===== config.mk =====
export PLATFORM = sky130hd
export DESIGN_NAME = phy_rx_serial_to_parallel
export DESIGN_NICKNAME = d
export VERILOG_FILES = /design/src/rtl/phy_rx_pkg.sv /design/src/rtl/phy_rx_serial_to_parallel.sv
export SDC_FILE = /design/constraint.sdc
export NUM_CORES = 1
export LEC_CHECK = 0
export CAP_MARGIN = 15
export CORE_UTILIZATION = 62
export CTS_BUF_LIST = sky130_fd_sc_hd__clkbuf_2 sky130_fd_sc_hd__clkbuf_4 sky130_fd_sc_hd__clkbuf_8
export DETAILED_ROUTE_END_ITERATION = 7
export PLACE_DENSITY = 0.86
export SYNTH_ARGS = -nofsm -noshare
export SYNTH_HDL_FRONTEND = slang
export SYNTH_SLANG_ARGS = --single-unit

===== constraint.sdc =====
create_clock -name clk_16f -period 3.8 [get_ports clk_16f]
set_input_delay 0.38 -clock clk_16f [delete_from_list [all_inputs] [get_ports clk_16f]]
set_output_delay 0.38 -clock clk_16f [all_outputs]
set_load 0.03 [all_outputs]

===== src/rtl/phy_rx_pkg.sv =====
// rtl/phy_rx_pkg.sv - shared constants and state encoding for the PHY RX lane deserializer
package phy_rx_pkg;

  localparam int          BYTE_W        = 8;
  localparam logic [7:0]  COMMA_DEFAULT = 8'hBC;

  typedef enum logic [1:0] {
    SEARCH = 2'b00,
    ALIGN  = 2'b01,
    LOCKED = 2'b10
  } rx_state_e;

endpackage


===== src/rtl/phy_rx_serial_to_parallel.sv =====
// rtl/phy_rx_serial_to_parallel.sv - per-lane serial-to-byte deserializer with comma alignment and lock
module phy_rx_serial_to_parallel
  import phy_rx_pkg::*;
#(
  parameter logic [BYTE_W-1:0] COMMA      = COMMA_DEFAULT,
  parameter int                LOCK_COUNT = 4
) (
  input  logic              clk_16f,
  input  logic              reset_L,
  input  logic              data_in,
  output logic [BYTE_W-1:0] data_out,
  output logic              valid_out,
  output logic              active,
  output logic              byte_stb
);

  localparam logic [3:0] LOCK_CNT = 4'(LOCK_COUNT);

  rx_state_e         r_state;
  rx_state_e         w_state_nxt;
  logic [BYTE_W-1:0] r_sr;
  logic [2:0]        r_bit_cnt;
  logic [3:0]        r_bc_cnt;
  logic [BYTE_W-1:0] r_data_out;
  logic              r_valid_out;
  logic              r_active;
  logic              r_byte_stb;

  logic [BYTE_W-1:0] w_nxt;
  logic              w_is_comma;
  logic              w_boundary;
  logic [3:0]        w_bc_inc;
  logic              w_lock_hit;

  // w_nxt is the byte completed by the bit sampled at this edge
  assign w_nxt      = {r_sr[BYTE_W-2:0], data_in};
  assign w_is_comma = (w_nxt == COMMA);
  assign w_boundary = (r_bit_cnt == 3'd7);
  assign w_bc_inc   = r_bc_cnt + 4'd1;
  assign w_lock_hit = (w_bc_inc == LOCK_CNT);

  always_ff @(posedge clk_16f or negedge reset_L) begin
    if (!reset_L) begin
      r_state <= SEARCH;
    end else begin
      r_state <= w_state_nxt;
    end
  end

  always_comb begin
    w_state_nxt = r_state;
    case (r_state)
      SEARCH: if (w_is_comma) w_state_nxt = ALIGN;
      ALIGN: begin
        if (w_boundary) begin
          if (!w_is_comma)     w_state_nxt = SEARCH;
          else if (w_lock_hit) w_state_nxt = LOCKED;
        end
      end
      LOCKED:  w_state_nxt = LOCKED;
      default: w_state_nxt = SEARCH;
    endcase
  end

  always_ff @(posedge clk_16f or negedge reset_L) begin
    if (!reset_L) begin
      r_sr        <= '0;
      r_bit_cnt   <= '0;
      r_bc_cnt    <= '0;
      r_data_out  <= '0;
      r_valid_out <= 1'b0;
      r_active    <= 1'b0;
      r_byte_stb  <= 1'b0;
    end else begin
      r_sr       <= w_nxt;
      r_active   <= (w_state_nxt == LOCKED);
      // the locking boundary itself is seen in ALIGN, so it never strobes
      r_byte_stb <= (r_state == LOCKED) && w_boundary;

      case (r_state)
        SEARCH: begin
          if (w_is_comma) begin
            r_bit_cnt <= '0;
            r_bc_cnt  <= 4'd1;
          end
        end
        ALIGN: begin
          r_bit_cnt <= r_bit_cnt + 3'd1;
          if (w_boundary) r_bc_cnt <= w_is_comma ? w_bc_inc : 4'd0;
        end
        LOCKED: begin
          r_bit_cnt <= r_bit_cnt + 3'd1;
          if (w_boundary) begin
            if (w_is_comma) begin
              r_valid_out <= 1'b0;
            end else begin
              r_data_out  <= w_nxt;
              r_valid_out <= 1'b1;
            end
          end
        end
        default: r_bit_cnt <= '0;
      endcase
    end
  end

  assign data_out  = r_data_out;
  assign valid_out = r_valid_out;
  assign active    = r_active;
  assign byte_stb  = r_byte_stb;

endmodule


* Word level (Yosys, flattened, before mapping)
Index checks and enable logic that the tools add are counted.
** Cells by class
- $lt $le $gt $ge :: 0
- Add/sub/neg operators :: 2
- Shifts and indexed selects :: 0
- Bitwise gates (word level) :: 1
- Multiply operators :: 0
- Reductions and logical operators :: 7
- Mux-type cells :: 12
- Equal/unequal tests :: 8
- Div/mod/pow operators :: 0
** Operators by type and width (number)
- two-way mux 4 bit :: 3
- == test 8 bit (second input constant) :: 1
- two-way mux 2 bit :: 4
- one-hot mux 4 bit (2 select lines) :: 1
- one-hot mux 2 bit (3 select lines) :: 1
- one-hot mux 3 bit (2 select lines) :: 1
- AND reduction 3 bit :: 2
- adder 4 x 1 -> 4 bit (second input constant) :: 1
- == test 2 bit (second input constant) :: 2
- == test 4 x 3 -> 1 bit (second input constant) :: 1
- != test 2 bit (second input constant) :: 2
- adder 3 x 1 -> 3 bit (second input constant) :: 1
- == test 3 bit (second input constant) :: 1
- two-way mux 3 bit :: 1
- == test 2 x 1 -> 1 bit (second input constant) :: 1
- logical NOT 2 bit :: 1
- AND reduction 2 bit :: 1
- nonzero test 2 bit :: 1
- OR reduction 2 bit :: 1
- logical AND 1 bit :: 1
- two-way mux 1 bit :: 1
- NOT 1 bit :: 1
** Word-level totals
- Bits in registers :: 27
- Bits in writable memories :: 0
- Output and inout bits :: 11
- Input bits :: 3
- Bits in read-only memories :: 0
- Memories kept :: 0
- Bits in latches :: 0
- Logic and storage cells :: 38

* Logic depth before layout (Yosys ltp)
Gate-level depths: netlist of the first run.
- Depth in word-level cells :: 7
- Depth in mapped cells :: 7
- Gate-level depth less buffers :: 6

* Least setup slack after synthesis of the first run
OpenSTA, ideal clock, no wires.
- Path kind :: register -> register
- Start :: register r_bit_cnt[0]
- End :: register r_data_out[0], in the netlist data_out[0]
- Buffers on the path :: 0
- Library setup time :: 0.125 ns
- Cell stages (with the launch flop) :: 6
- Period minus slack after synthesis :: 1.556 ns
- Arrival :: 1.431 ns
- Data required time :: 3.675 ns
- Slack :: 2.244 ns
- Cell sequence :: dfrtp_1 > ha_1 > ha_1 > nand2_1 > nor2_2 > mux2_2
** On the way
- Cells in the longest elaborated chain, start to end :: 2
** RTL lines
- start: declaration :: line phy_rx_serial_to_parallel.sv:22 : logic [2:0] r_bit_cnt;
- start signal: assignment :: line phy_rx_serial_to_parallel.sv:88 : r_bit_cnt <= r_bit_cnt + 3'd1;
- start signal: assignment :: line phy_rx_serial_to_parallel.sv:92 : r_bit_cnt <= r_bit_cnt + 3'd1;
- == test 3 bit :: line phy_rx_serial_to_parallel.sv:38 : assign w_boundary = (r_bit_cnt == 3'd7);
- AND reduction 3 bit (no source line)
- end signal: assignment :: line phy_rx_serial_to_parallel.sv:97 : r_data_out <= w_nxt;
- end: declaration :: line phy_rx_serial_to_parallel.sv:24 : logic [BYTE_W-1:0] r_data_out;
Every way passes these cells.
A chain may end at the register's enable or synchronous reset.

* Final worst setup path of the first run
- Start :: register r_bit_cnt[0]
- End :: register r_data_out[4], in the netlist data_out[4]
The elaborated chain is that of the path after synthesis.

==> impl_metrics.tcl, run 1 <==
set metrics [dict create \
    setup_viol 0 \
    syn-cell-area_sq_mm 0.00129 \
    ys_seq_area_frac 0.525 \
    drt_iter0_markers 13 \
    clock.fmax_mhz 466 \
    nNetsFinal 137 \
    ir_drop_mv 0.276 \
    syn_nets 119 \
    power.switching_uw 111 \
    total_leakage_power_nw 0.680 \
    gp_congestion 0.848 \
    cts_buffer_depth 2 \
    wl_per_cell_microns 16.0 \
    track_usage 0.240 \
    finalCritPeriodShare 0.565 \
    cp.arrival_ns 2.38 \
    cp_data_required_time_ns 4.03 \
    skew_ns 0.00615 \
    grt_pass1_vias 834 \
    rows 16 \
    seq_power_share 0.654 \
    combPwrFrac 0.077 \
    synth-edff-count 0 \
    hpwl_microns 1810 \
    vias 925 \
    ys_top_cells_by_count "dfrtp_1, inv_1, o21ai_0, ha_1, nand2_1" \
    placed_cell_area_sq_mm 0.00145 \
    finalSetupTns_ns 0 \
    root_buffer "clkbuf_4" \
    reg2reg_from "r_bit_cnt[0]" \
    drv_cap 0 \
    drc 0 \
    netlist_instances 108 \
    port_buffers 13 \
    vias_per_cell 6.09 \
    coreArea_sq_mm 0.00196 \
    dr.pass1.iters 5 \
    drive_gt1_frac 0.144 \
    die_y_microns 47.6 \
    worstSetupPathType "flop to flop" \
    synth.top_cell.area_share 0.525 \
    slew_violations 0 \
    cts_buffers 3 \
    clk_pin_slew_ns 0.14 \
    min_path_type "primary input to async pin" \
    clk_latency_ns 0.33 \
    grt_max_degree 28 \
    synth_seq_cells 27 \
    cts_setup_buffers 0 \
    critPathMaxFanout 14 \
    areaGrowthSynthToFinish_pct 15.7 \
    grt-ovfl-total 0 \
    synth_top_flop_cell "dfrtp_1" \
    cts_tree "yes" \
    avgSynthCellArea_sq_um 11.9 \
    die_width_microns 47.6 \
    ctsHoldBuffers 0 \
    ant_nets 0 \
    hold_violations 0 \
    max_slew.worst_pin.slew_ns 0.506 \
    setup.worst_path.start "r_bit_cnt[0]" \
    io_pins 14 \
    yosys-top-cells-area "dfrtp_1, ha_1, mux2_2, o21ai_0, inv_1" \
    status "finished clean" \
    dieArea_sq_mm 0.00226 \
    swShare 0.241 \
    h-tree-depth 1 \
    grt_pass1_wl_microns 3640 \
    yosys_warnings 0 \
    antenna_found_initial 0 \
    n_antenna_cell 0 \
    min_period_ns 2.15 \
    stdcell_area_sq_mm 0.00149 \
    rsz0062_at_grt "no" \
    slew_headroom 0.663 \
    yosys.area.top_type "dfrtp_1" \
    clkPwrFrac 0.269 \
    powerDensity_mw_per_mm2 310 \
    cts_resized 0 \
    cts.sinks 27 \
    ff2ff_setup_slack_ns 1.65 \
    start_util 0.656 \
    synthMostInstantiatedCell "dfrtp_1" \
    crit_path_end_kind "flop" \
    synthArstFlopShare 1.00 \
    wl_microns 2430 \
    ys_types 35 \
    start_kind "flop" \
    p_int_uw 351 \
]
-- power groups by stage --
| stage | combinational, mW | clock [mW] | sequential (mW) |
|---|---|---|---|
| final | 0.0355 | 0.124 | 0.302 |
| after global routing | 0.0382 | 0.136 | 0.304 |
| after CTS | 0.0344 | 0.126 | 0.303 |
| after detailed placement | 0.0342 | 0 | 0.308 |
| after global placement | 0.0333 | 0 | 0.307 |
| after floorplan | 0.00717 | 0 | 0.316 |
-- worst paths after layout --
kind                                    end  cells past startpoint
worst max-delay path            data_out[4]                      5
min in group clk_16f                r_sr[1]                      0
max in group asynchronous           r_sr[2]                      2
worst min-delay path            data_out[6]                      1
worst max register to register  data_out[4]                      5
worst min register to register      r_sr[1]                      0
-- registers in the layout (all words and copies together), names as in the netlist --
register,flops
byte_stb,1
data_out,8
r_state,2
valid_out,1
r_bc_cnt,4
r_sr,7
active,1
r_bit_cnt,3
-- cell usage in the layout, fill, tap and decap left out, types with 3 or more instances in the layout --
master / n
nand3_1: 5
a22o_1: 3
nand2_1: 8
a21oi_1: 3
o21ai_0: 9
inv_1: 9
clkdlybuf4s50_1: 13
dfrtp_1: 27
clkbuf_4: 3
mux2_2: 6
ha_1: 8
-- per-layer routing --
metal | vias to the layer above | share of wire | global-route usage
met5 | - | 0 | 0
met2 | 40 | 0.52 | 0.408
met1 | 454 | 0.41 | 0.287
met4 | 0 | 0.030 | 0.117
met3 | 11 | 0.041 | 0.0566
li1 | 420 | - | -
-- metrics by stage --
stage | cells | hold slack (ns) | worst slack (ns) | util | total power [mW]
after floorplan | 108 | 0.0844 | 2.24 | - | 0.323
after global placement | 147 | 0.395 | 1.78 | 0.738 | 0.341
after detailed placement | 147 | 0.405 | 1.66 | 0.738 | 0.342
after CTS | 151 | 0.436 | 1.65 | 0.752 | 0.463
after global routing | 152 | 0.381 | 1.56 | 0.760 | 0.478
final | 152 | 0.352 | 1.65 | 0.760 | 0.462
-- worst max-delay path, stage by stage (launching register included) --
cell	delay, ns
dfrtp_1	0.38
ha_1	0.16
ha_1	0.47
nand2_1	0.24
nor2_2	0.39
mux2_2	0.40
-- cell families (layout without fill, tap and decap cells) --
logic type                 count (synthesis)  count (layout)  share of synthesized area
xor gates and xnor gates                   1               1                    0.00680
adders and majority gates                  8               8                     0.0777
DFF                                       27              27                      0.525
and+or+nand+nor                           29              29                      0.161
buffers and inverters                     10              27                     0.0291
muxes                                      6               6                     0.0525
AOI/OAI and AO/OA                         27              27                      0.148
-- area by class of cell --
class	instances	area [sq um]
Fill cell	140	472
Tap cell	27	33.8
Timing Repair Buffer	14	145
Inverter	9	33.8
Clock inverter	1	5.00
Sequential cell	27	676
Multi-Input combinational cell	71	574
Clock buffer	3	22.5
No activity file was read; power rests on OpenSTA's default activity.
==> run 2: changes to the inputs <==
Settings changed: CORE_UTILIZATION 62 to 57, PLACE_DENSITY 0.86 to 0.8.
Clock period 3.8 ns to 2.3 ns, I/O delays scaled along.
==> run 2 against run 1 <==
Routed wire length decreased by 5.9%. Final area stayed put. First-iteration DRC count rose by 69%. Via count is 5.8% lower. Sequential power up 66%. Sequential share of layout area did not move. Critical path depth is the same. Worst setup slack worse by 1.1 ns. Largest power group unchanged. Power increased by 63%. Clock power increased by 60%. Highest routed layer unchanged. Die area grew 8.4%. Cell count grew 0.66%.
==> impl_metrics.tcl, run 2 (synthesis results as in run 1) <==
set metrics [dict create \
    status "finished clean" \
    drive_gt1_frac 0.151 \
    grt_max_degree 28 \
    drc 0 \
    finalSetupTns_ns 0 \
    cts_tree "yes" \
    n_antenna_cell 0 \
    crit_path_end_kind "flop" \
    skew_ns 0.00406 \
    final_common_cell "dfrtp_1" \
    dr.pass1.iters 4 \
    worstSetupPathType "flop to flop" \
    wl_met3_microns 69 \
    drt_iter0_markers 22 \
    slew_headroom 0.708 \
    hold_slack_ns 0.249 \
    areaGrowthSynthToFinish_pct 15.7 \
    coreArea_sq_mm 0.00204 \
    grt_pass1_wl_microns 4110 \
    start_util 0.631 \
    dieArea_sq_mm 0.00245 \
    port_buffers 13 \
    route.met2.wl_microns 1110 \
    rsz0062_at_grt "no" \
    clock.fmax_mhz 573 \
    grt_pass1_vias 918 \
    cp_top_family "simple AND/OR/NAND/NOR gates" \
    clk_latency_ns 0.32 \
    die_y_microns 49.5 \
    start_kind "flop" \
    total_leakage_power_nw 0.683 \
    ant_nets 0 \
    path_buf_inv 1 \
    final_cell_mix "dfrtp_1, clkdlybuf4s50_1, inv_1, o21ai_0" \
    track_usage 0.223 \
    top_layer "met4" \
    wl_per_cell_microns 14.9 \
    cts_resized 0 \
    h-tree-depth 1 \
    antenna_found_initial 0 \
    grt-ovfl-total 0 \
    cp.arrival_ns 1.97 \
    finalCritPeriodShare 0.759 \
    cpPeakStageDelay_ns 0.47 \
    crit_slowest_cell "dfrtp_1" \
    cts.sinks 27 \
    vias 871 \
    setup_viol 0 \
    wl_met1_microns 1070 \
    critPathMaxFanout 9 \
    min_period_ns 1.75 \
    cts_buffers 3 \
    gp_congestion 0.773 \
    powerDensity_mw_per_mm2 507 \
    ctsHoldBuffers 0 \
    nNetsFinal 138 \
    hold_violations 0 \
    io_pins 14 \
    cp_data_required_time_ns 2.53 \
    cts_buffer_depth 2 \
    ir_drop_mv 0.437 \
    vias_per_cell 5.69 \
    rows 16 \
    cts_setup_buffers 0 \
    min_path_type "primary input to async pin" \
    max_slew.worst_pin.slew_ns 0.437 \
    path_cells "inv_1, ha_1, nand2_1, nor2_2, mux2_2" \
    die_width_microns 49.5 \
    hpwl_microns 1680 \
    slew_violations 0 \
    drv_cap 0 \
    clk_pin_slew_ns 0.13 \
    largest_reg_flops 8 \
    wl_microns 2280 \
    root_buffer "clkbuf_4" \
]
## run 2: path summary, 6_finish.rpt
| kind | slack (ns) | end | depth (start not counted) | start |
|---|---|---|---|---|
| worst max-delay path | 0.55 | data_out[5] | 5 | r_state[0] |
| worst min-delay path | 0.25 | data_out[3] | 2 | reset_L |
| worst max register to register | 0.55 | data_out[5] | 5 | r_state[0] |
| worst min register to register | 0.43 | r_sr[1] | 0 | r_sr[0] |
| max in group asynchronous | 1.80 | r_bc_cnt[2] | 2 | reset_L |
| min in group clk_16f | 0.40 | r_sr[0] | 1 | data_in |
## run 2: final cells by class
class	instances	area, sq um
clock buffers	3	22.5
clock inverters	1	5.00
fillers	158	552
inverters	9	33.8
repair buffers	15	145
well taps	27	33.8
flip-flops and latches	27	676
multi-input cells	71	574
## run 2: layer usage
layer	up-vias	track usage
met5	-	0
met4	0	0.0762
met3	5	0.0370
met2	21	0.349
met1	423	0.315
li1	422	-
## run 2: metrics by stage
step	cells	utilization	cell area [sq um]	setup WS (ns)	total power, mW
finish	153	0.730	1490	0.554	0.755
global route	153	0.730	1490	0.459	0.787
CTS	153	0.730	1490	0.525	0.764
detailed placement	149	0.716	1460	0.337	0.567
global placement	149	0.716	1460	0.420	0.564
floorplan	108	-	1290	0.744	0.533
## run 2: power by group
| part | leakage (nW) | total (mW) | internal [mW] | switching (mW) |
|---|---|---|---|---|
| clock network | 0.0177 | 0.198 | 0.0653 | 0.133 |
| logic | 0.342 | 0.0568 | 0.0250 | 0.0318 |
| registers | 0.323 | 0.500 | 0.488 | 0.0114 |
| total | 0.683 | 0.755 | 0.579 | 0.176 |
